## config.mk

```make
export PLATFORM = sky130hd
export DESIGN_NAME = spi_reg_decoder
export DESIGN_NICKNAME = d
export VERILOG_FILES = /design/src/rtl/spi_reg_decoder.sv
export SDC_FILE = /design/constraint.sdc
export NUM_CORES = 1
export LEC_CHECK = 0
export CAP_MARGIN = 10
export CORE_AREA = 2 2 78 80
export CTS_BUF_LIST = sky130_fd_sc_hd__clkbuf_8
export DETAILED_ROUTE_END_ITERATION = 12
export DIE_AREA = 0 0 80 82
export GPL_TIMING_DRIVEN = 0
export SETUP_SLACK_MARGIN = 0.4
export SKIP_CTS_REPAIR_TIMING = 1
export SLEW_MARGIN = 20
export SYNTH_ARGS = -nofsm -noshare
export SYNTH_HDL_FRONTEND = slang
export SYNTH_SLANG_ARGS = --single-unit
```

## constraint.sdc

```tcl
create_clock -name clk -period 2.2 [get_ports clk]
set_input_delay 0.44 -clock clk [delete_from_list [all_inputs] [get_ports clk]]
set_output_delay 0.44 -clock clk [all_outputs]
set_load 0.005 [all_outputs]
```

## src/rtl/spi_reg_decoder.sv

```systemverilog
// SPI mode-0 slave bridged onto a single-cycle register read/write bus.
// Define SPI_REG_DECODER_BURST_EN for auto-incrementing burst frames.
module spi_reg_decoder (
  input  logic       clk,
  input  logic       rst_n,
  input  logic       sclk,
  input  logic       cs_n,
  input  logic       mosi,
  output logic       miso,
  output logic       read,
  output logic       write,
  output logic [5:0] addr,
  output logic [7:0] data_write,
  input  logic [7:0] data_read
);

  localparam logic [1:0] IDLE = 2'd0;
  localparam logic [1:0] CMD  = 2'd1;
  localparam logic [1:0] DATA = 2'd2;
  localparam logic [1:0] IGN  = 2'd3;

  logic [1:0] sclk_q, cs_q, mosi_q;
  logic       sclk_h_q, cs_h_q;

  always_ff @(posedge clk or negedge rst_n) begin
    if (!rst_n) begin
      sclk_q   <= 2'b00;
      cs_q     <= 2'b11;
      mosi_q   <= 2'b00;
      sclk_h_q <= 1'b0;
      cs_h_q   <= 1'b1;
    end else begin
      sclk_q   <= {sclk_q[0], sclk};
      cs_q     <= {cs_q[0], cs_n};
      mosi_q   <= {mosi_q[0], mosi};
      sclk_h_q <= sclk_q[1];
      cs_h_q   <= cs_q[1];
    end
  end

  logic sclk_rise, sclk_fall, cs_fall;
  assign sclk_rise = sclk_q[1] & ~sclk_h_q;
  assign sclk_fall = ~sclk_q[1] & sclk_h_q;
  assign cs_fall   = ~cs_q[1] & cs_h_q;

  logic [1:0] state_q, state_d;
  logic [2:0] cnt_q, cnt_d;
  logic [6:0] sin_q, sin_d;
  logic [7:0] sout_q, sout_d;
  logic       rw_q, rw_d;
  logic [5:0] addr_q, addr_d;
  logic [7:0] dw_q, dw_d;
  logic       rd_q, rd_d;
  logic       wr_q, wr_d;
  logic [7:0] rx_byte;

  assign rx_byte = {sin_q, mosi_q[1]};

  always_comb begin
    state_d = state_q;
    cnt_d   = cnt_q;
    sin_d   = sin_q;
    sout_d  = sout_q;
    rw_d    = rw_q;
    addr_d  = addr_q;
    dw_d    = dw_q;
    rd_d    = 1'b0;
    wr_d    = 1'b0;
    // read data is sampled in the strobe cycle itself
    if (rd_q) sout_d = data_read;
`ifdef SPI_REG_DECODER_BURST_EN
    if (wr_q) addr_d = addr_q + 6'd1;
`endif
    if (cs_q[1]) begin
      state_d = IDLE;
      cnt_d   = 3'd0;
      sout_d  = 8'h00;
    end else begin
      unique case (state_q)
        IDLE: begin
          if (cs_fall) begin
            state_d = CMD;
            cnt_d   = 3'd0;
            sin_d   = 7'h00;
          end
        end
        CMD: begin
          if (sclk_rise) begin
            sin_d = rx_byte[6:0];
            cnt_d = cnt_q + 3'd1;
            if (cnt_q == 3'd7) begin
              addr_d  = rx_byte[5:0];
              rw_d    = rx_byte[7];
              rd_d    = ~rx_byte[7];
              state_d = DATA;
            end
          end
        end
        DATA: begin
          if (sclk_rise) begin
            sin_d = rx_byte[6:0];
            cnt_d = cnt_q + 3'd1;
            if (cnt_q == 3'd7) begin
              if (rw_q) begin
                dw_d = rx_byte;
                wr_d = 1'b1;
              end
`ifdef SPI_REG_DECODER_BURST_EN
              else begin
                rd_d   = 1'b1;
                addr_d = addr_q + 6'd1;
              end
`else
              state_d = IGN;
`endif
            end
          // the fall closing a byte's last bit keeps the fresh load
          end else if (sclk_fall && cnt_q != 3'd0) begin
            sout_d = {sout_q[6:0], 1'b0};
          end
        end
        IGN: begin
          state_d = IGN;
        end
        default: state_d = IDLE;
      endcase
    end
  end

  always_ff @(posedge clk or negedge rst_n) begin
    if (!rst_n) begin
      state_q <= IDLE;
      cnt_q   <= 3'd0;
      sin_q   <= 7'h00;
      sout_q  <= 8'h00;
      rw_q    <= 1'b0;
      addr_q  <= 6'h00;
      dw_q    <= 8'h00;
      rd_q    <= 1'b0;
      wr_q    <= 1'b0;
    end else begin
      state_q <= state_d;
      cnt_q   <= cnt_d;
      sin_q   <= sin_d;
      sout_q  <= sout_d;
      rw_q    <= rw_d;
      addr_q  <= addr_d;
      dw_q    <= dw_d;
      rd_q    <= rd_d;
      wr_q    <= wr_d;
    end
  end

  assign read       = rd_q;
  assign write      = wr_q;
  assign addr       = addr_q;
  assign data_write = dw_q;
  assign miso       = (state_q == DATA) & sout_q[7];

endmodule

```

==> results.md <==
* Netlist area before placement at 1950 um^2
* Most common cell in the synthesized netlist: sky130_fd_sc_hd__dfrtp_1
* TritonCTS clock tree: yes
* Global-route wire length before repair at 5950 um
* Site Rows at 28
* Buffers from clock root to sink, at most at 2
* Maximum single-stage delay on the critical path at 400 ps
* Via/cell ratio at 4.56
* CP required at 2380 ps
* CP Cell Sequence: inv_2, buf_4, ha_4, buf_6, inv_1, o211ai_1, clkdlybuf4s15_2, o21ai_0
* Clk slew on worst S/H paths at 80 ps
* Sw Ratio at 29.2%
* Total of max-cap violations at 0
* Buffer cell driving the clock tree root: sky130_fd_sc_hd__clkbuf_8
* Final HPWL DP at 2370 um
* Part of the power in the clock network at 24.9%
* Largest cells by area after synthesis: sky130_fd_sc_hd__dfrtp_1 54%, sky130_fd_sc_hd__mux2_2 9.2%, sky130_fd_sc_hd__ha_1 5.8%
* Internal power at 1370 uW
* Number of placed cells counting well taps at 263
* H-tree levels at 2
* First-pass iteration count of the detailed router at 4
* Setup_tns at 0 ps
* Layout overhead on the synthesized area at 31.3%
* Via count at 1,287
* Net Count, Synth at 180
* Fraction of synthesis flops using an asynchronous set or reset pin at 100%
* Period utilization at 79.2%
* Post-detailed-routing wire length at 3540 um
* Largest area contributor in the synthesized netlist: sky130_fd_sc_hd__dfrtp_1
* Yosys top cell area share at 53.9%
* Maximum clock frequency at 574 MHz
* Avg Synthesized Cell Area at 12.3 um^2
* Combinational Power Share at 28.3%
* Top cells by instance count after synthesis: 42 x sky130_fd_sc_hd__dfrtp_1, 16 x sky130_fd_sc_hd__mux2_2, 16 x sky130_fd_sc_hd__nor2_1
* Setup repair after global routing missed its margin: false
* Synthesized flop and latch total at 45
* Antenna violations before repair at 0
* Worst Skew at 6.39 ps
* Type of the setup path with the least slack: reg2reg
* Final Critical Period at 1740 ps
* EDFF count, synth at 0
* Slew Limit Headroom at 64.9%
* Detailed router's first-iteration violation count at 60
* Slowest stage cell, crit path: sky130_fd_sc_hd__dfrtp_1
* Part of the Yosys area used for sequential elements at 58.0%
* Total CTS buffers at 5
* Crit path buf inv count at 5
* Vert. Die Dim at 82 um
* Post-synth top flop: sky130_fd_sc_hd__dfrtp_1
* Count of final hold-check violations at 0
* Routability-driven placement congestion ratio at 0.731
* Fraction of final layout cells with drive strength greater than 1 at 26.1%
* Vias in the first global route at 1,341
* Sequential group share of total power at 46.8%
* I/O Buffers at 29
* Count of antenna-violating nets left after detailed routing at 0
* Sum of overflow across all layers after global routing at 0
* Switching component of the power at 562 uW
* I/O Pins at 30
* Static leakage at 0.00121 uW
* DRC violations left at 0
* VDD IR max at 0.000342 V
* Final slew viol count at 0
* Initial core utilization at 33.9%
* Number of antenna cells inserted at 0
* Slew of the pin with the lowest slew margin at 526 ps
* Cell type group with the largest total delay on the critical path: buffers and inverters
* Fin Hold WS at 113 ps
* Netlist cell types at 29
* Setup-violating endpoint count in the final report at 0
* Sum of internal, switching and leakage power at 1930 uW
* Outcome: finished clean
* Die Area at 6560 um^2
* Power per cell area at 754 nW/um^2
* Insertion delay of the later-clocked pin in the worst-skew pair at 290 ps
* Pin count of the biggest net entering global routing at 25
* Net count, final at 228
* Arrival time at the worst endpoint at 1920 ps
* All-layer global routing usage at 11.6%
* Kind of launch point of the worst setup path: register
* Crit path capture type: register
* Synthesis warning total at 0
* Number of cell instances on the worst register-to-register path at 8
* Standard cell core area at 5750 um^2
* Path length in cells of the critical path at 8
* Worst min path class: in2async
* Critical path peak fanout at 5
* Count of clock tree sinks at 45
* Width of the chip at 80 um
* Routed WL per cell at 12.5 um
* Gate count after technology mapping at 158
* Final std cells w/o fill at 282
==> sequential cells by signal, indices dropped and copies added, names as in the netlist <==
name,flops
mosi_q,2
data_write,8
cnt_q,3
sclk_q,2
addr,6
state_q,2
rw_q,1
cs_h_q,1
sin_q,7
sclk_h_q,1
read,1
write,1
sout_q,8
cs_q,2
==> path summary, 6_finish.rpt <==
path	from	to	slack (ps)
worst max-delay path	state_q[0]	sin_q[3]	460
worst min-delay path	rst_n	sout_q[5]	110
worst max register to register	state_q[0]	sin_q[3]	460
worst min register to register	mosi_q[0]	mosi_q[1]	350
max in group asynchronous	rst_n	sin_q[6]	1580
min in group clk	mosi_q[0]	mosi_q[1]	350
==> metal layers <==
metal | share of wire [%] | GRT usage (%)
met2 | 47 | 19.0
met1 | 47 | 15.0
met5 | 0 | 0
met4 | 1.3 | 3.56
met3 | 4.8 | 3.41
==> worst reg2reg max path, stage by stage (launching register included) <==
cell and delay [ps]:
sky130_fd_sc_hd__dfrtp_1 400, sky130_fd_sc_hd__inv_2 70, sky130_fd_sc_hd__buf_4 150, sky130_fd_sc_hd__ha_4 250
sky130_fd_sc_hd__buf_6 90, sky130_fd_sc_hd__inv_1 50, sky130_fd_sc_hd__o211ai_1 230, sky130_fd_sc_hd__clkdlybuf4s15_2 300
sky130_fd_sc_hd__o21ai_0 100
==> layout make-up <==
cell class | instances | area, um^2
fill | 552 | 3190
buffer | 8 | 63.8
tap | 75 | 93.8
inverter | 8 | 30.0
multi-input combinational | 97 | 763
clock inverter | 3 | 15.0
sequential | 45 | 1130
timing repair buffer | 41 | 394
clock buffer | 5 | 68.8
==> through the flow <==
step / cell area (um^2) / utilization (%) / worst slack, ps
finish: 2560 / 44.5 / 459
global route: 2560 / 44.5 / 352
CTS: 2430 / 42.3 / -34.5
detailed placement: 2350 / 40.9 / 280
global placement: 2330 / 40.6 / -580
floorplan: 1950 / - / 567
==> cell families (layout without fill, tap and decap cells) <==
| group | after synthesis | in the layout | share of synthesized area (%) |
|---|---|---|---|
| fa+ha+maj | 9 | 9 | 5.78 |
| flops | 45 | 45 | 58.0 |
| mux | 26 | 26 | 14.4 |
| compound gates | 20 | 20 | 6.74 |
| simple gates | 42 | 42 | 10.9 |
| buf+inv | 16 | 65 | 4.17 |
==> layout by cell type, fill, tap and decap left out, types with 3 or more instances in the layout <==
cell                              synthesis  final
sky130_fd_sc_hd__dfstp_2                  3      3
sky130_fd_sc_hd__clkbuf_8                 0      5
sky130_fd_sc_hd__clkdlybuf4s50_1          0     27
sky130_fd_sc_hd__nand2_1                 15     15
sky130_fd_sc_hd__nor2_1                  16     16
sky130_fd_sc_hd__dfrtp_1                 42     42
sky130_fd_sc_hd__ha_1                     9      7
sky130_fd_sc_hd__a211oi_1                 7      7
sky130_fd_sc_hd__inv_1                    8      8
sky130_fd_sc_hd__buf_6                    2      4
sky130_fd_sc_hd__buf_2                    4      3
sky130_fd_sc_hd__mux2i_1                  9      9
sky130_fd_sc_hd__buf_4                    0     10
sky130_fd_sc_hd__o21ai_0                  7      6
sky130_fd_sc_hd__mux2_2                  16     16
==> power groups by stage <==
stage	logic (uW)	registers [uW]	clock network, uW
floorplan	243	906	0
global placement	338	914	0
detailed placement	344	914	0
CTS	347	897	508
global route	612	906	538
finish	546	902	480
Note: power is estimated with default switching activity, not from simulation.
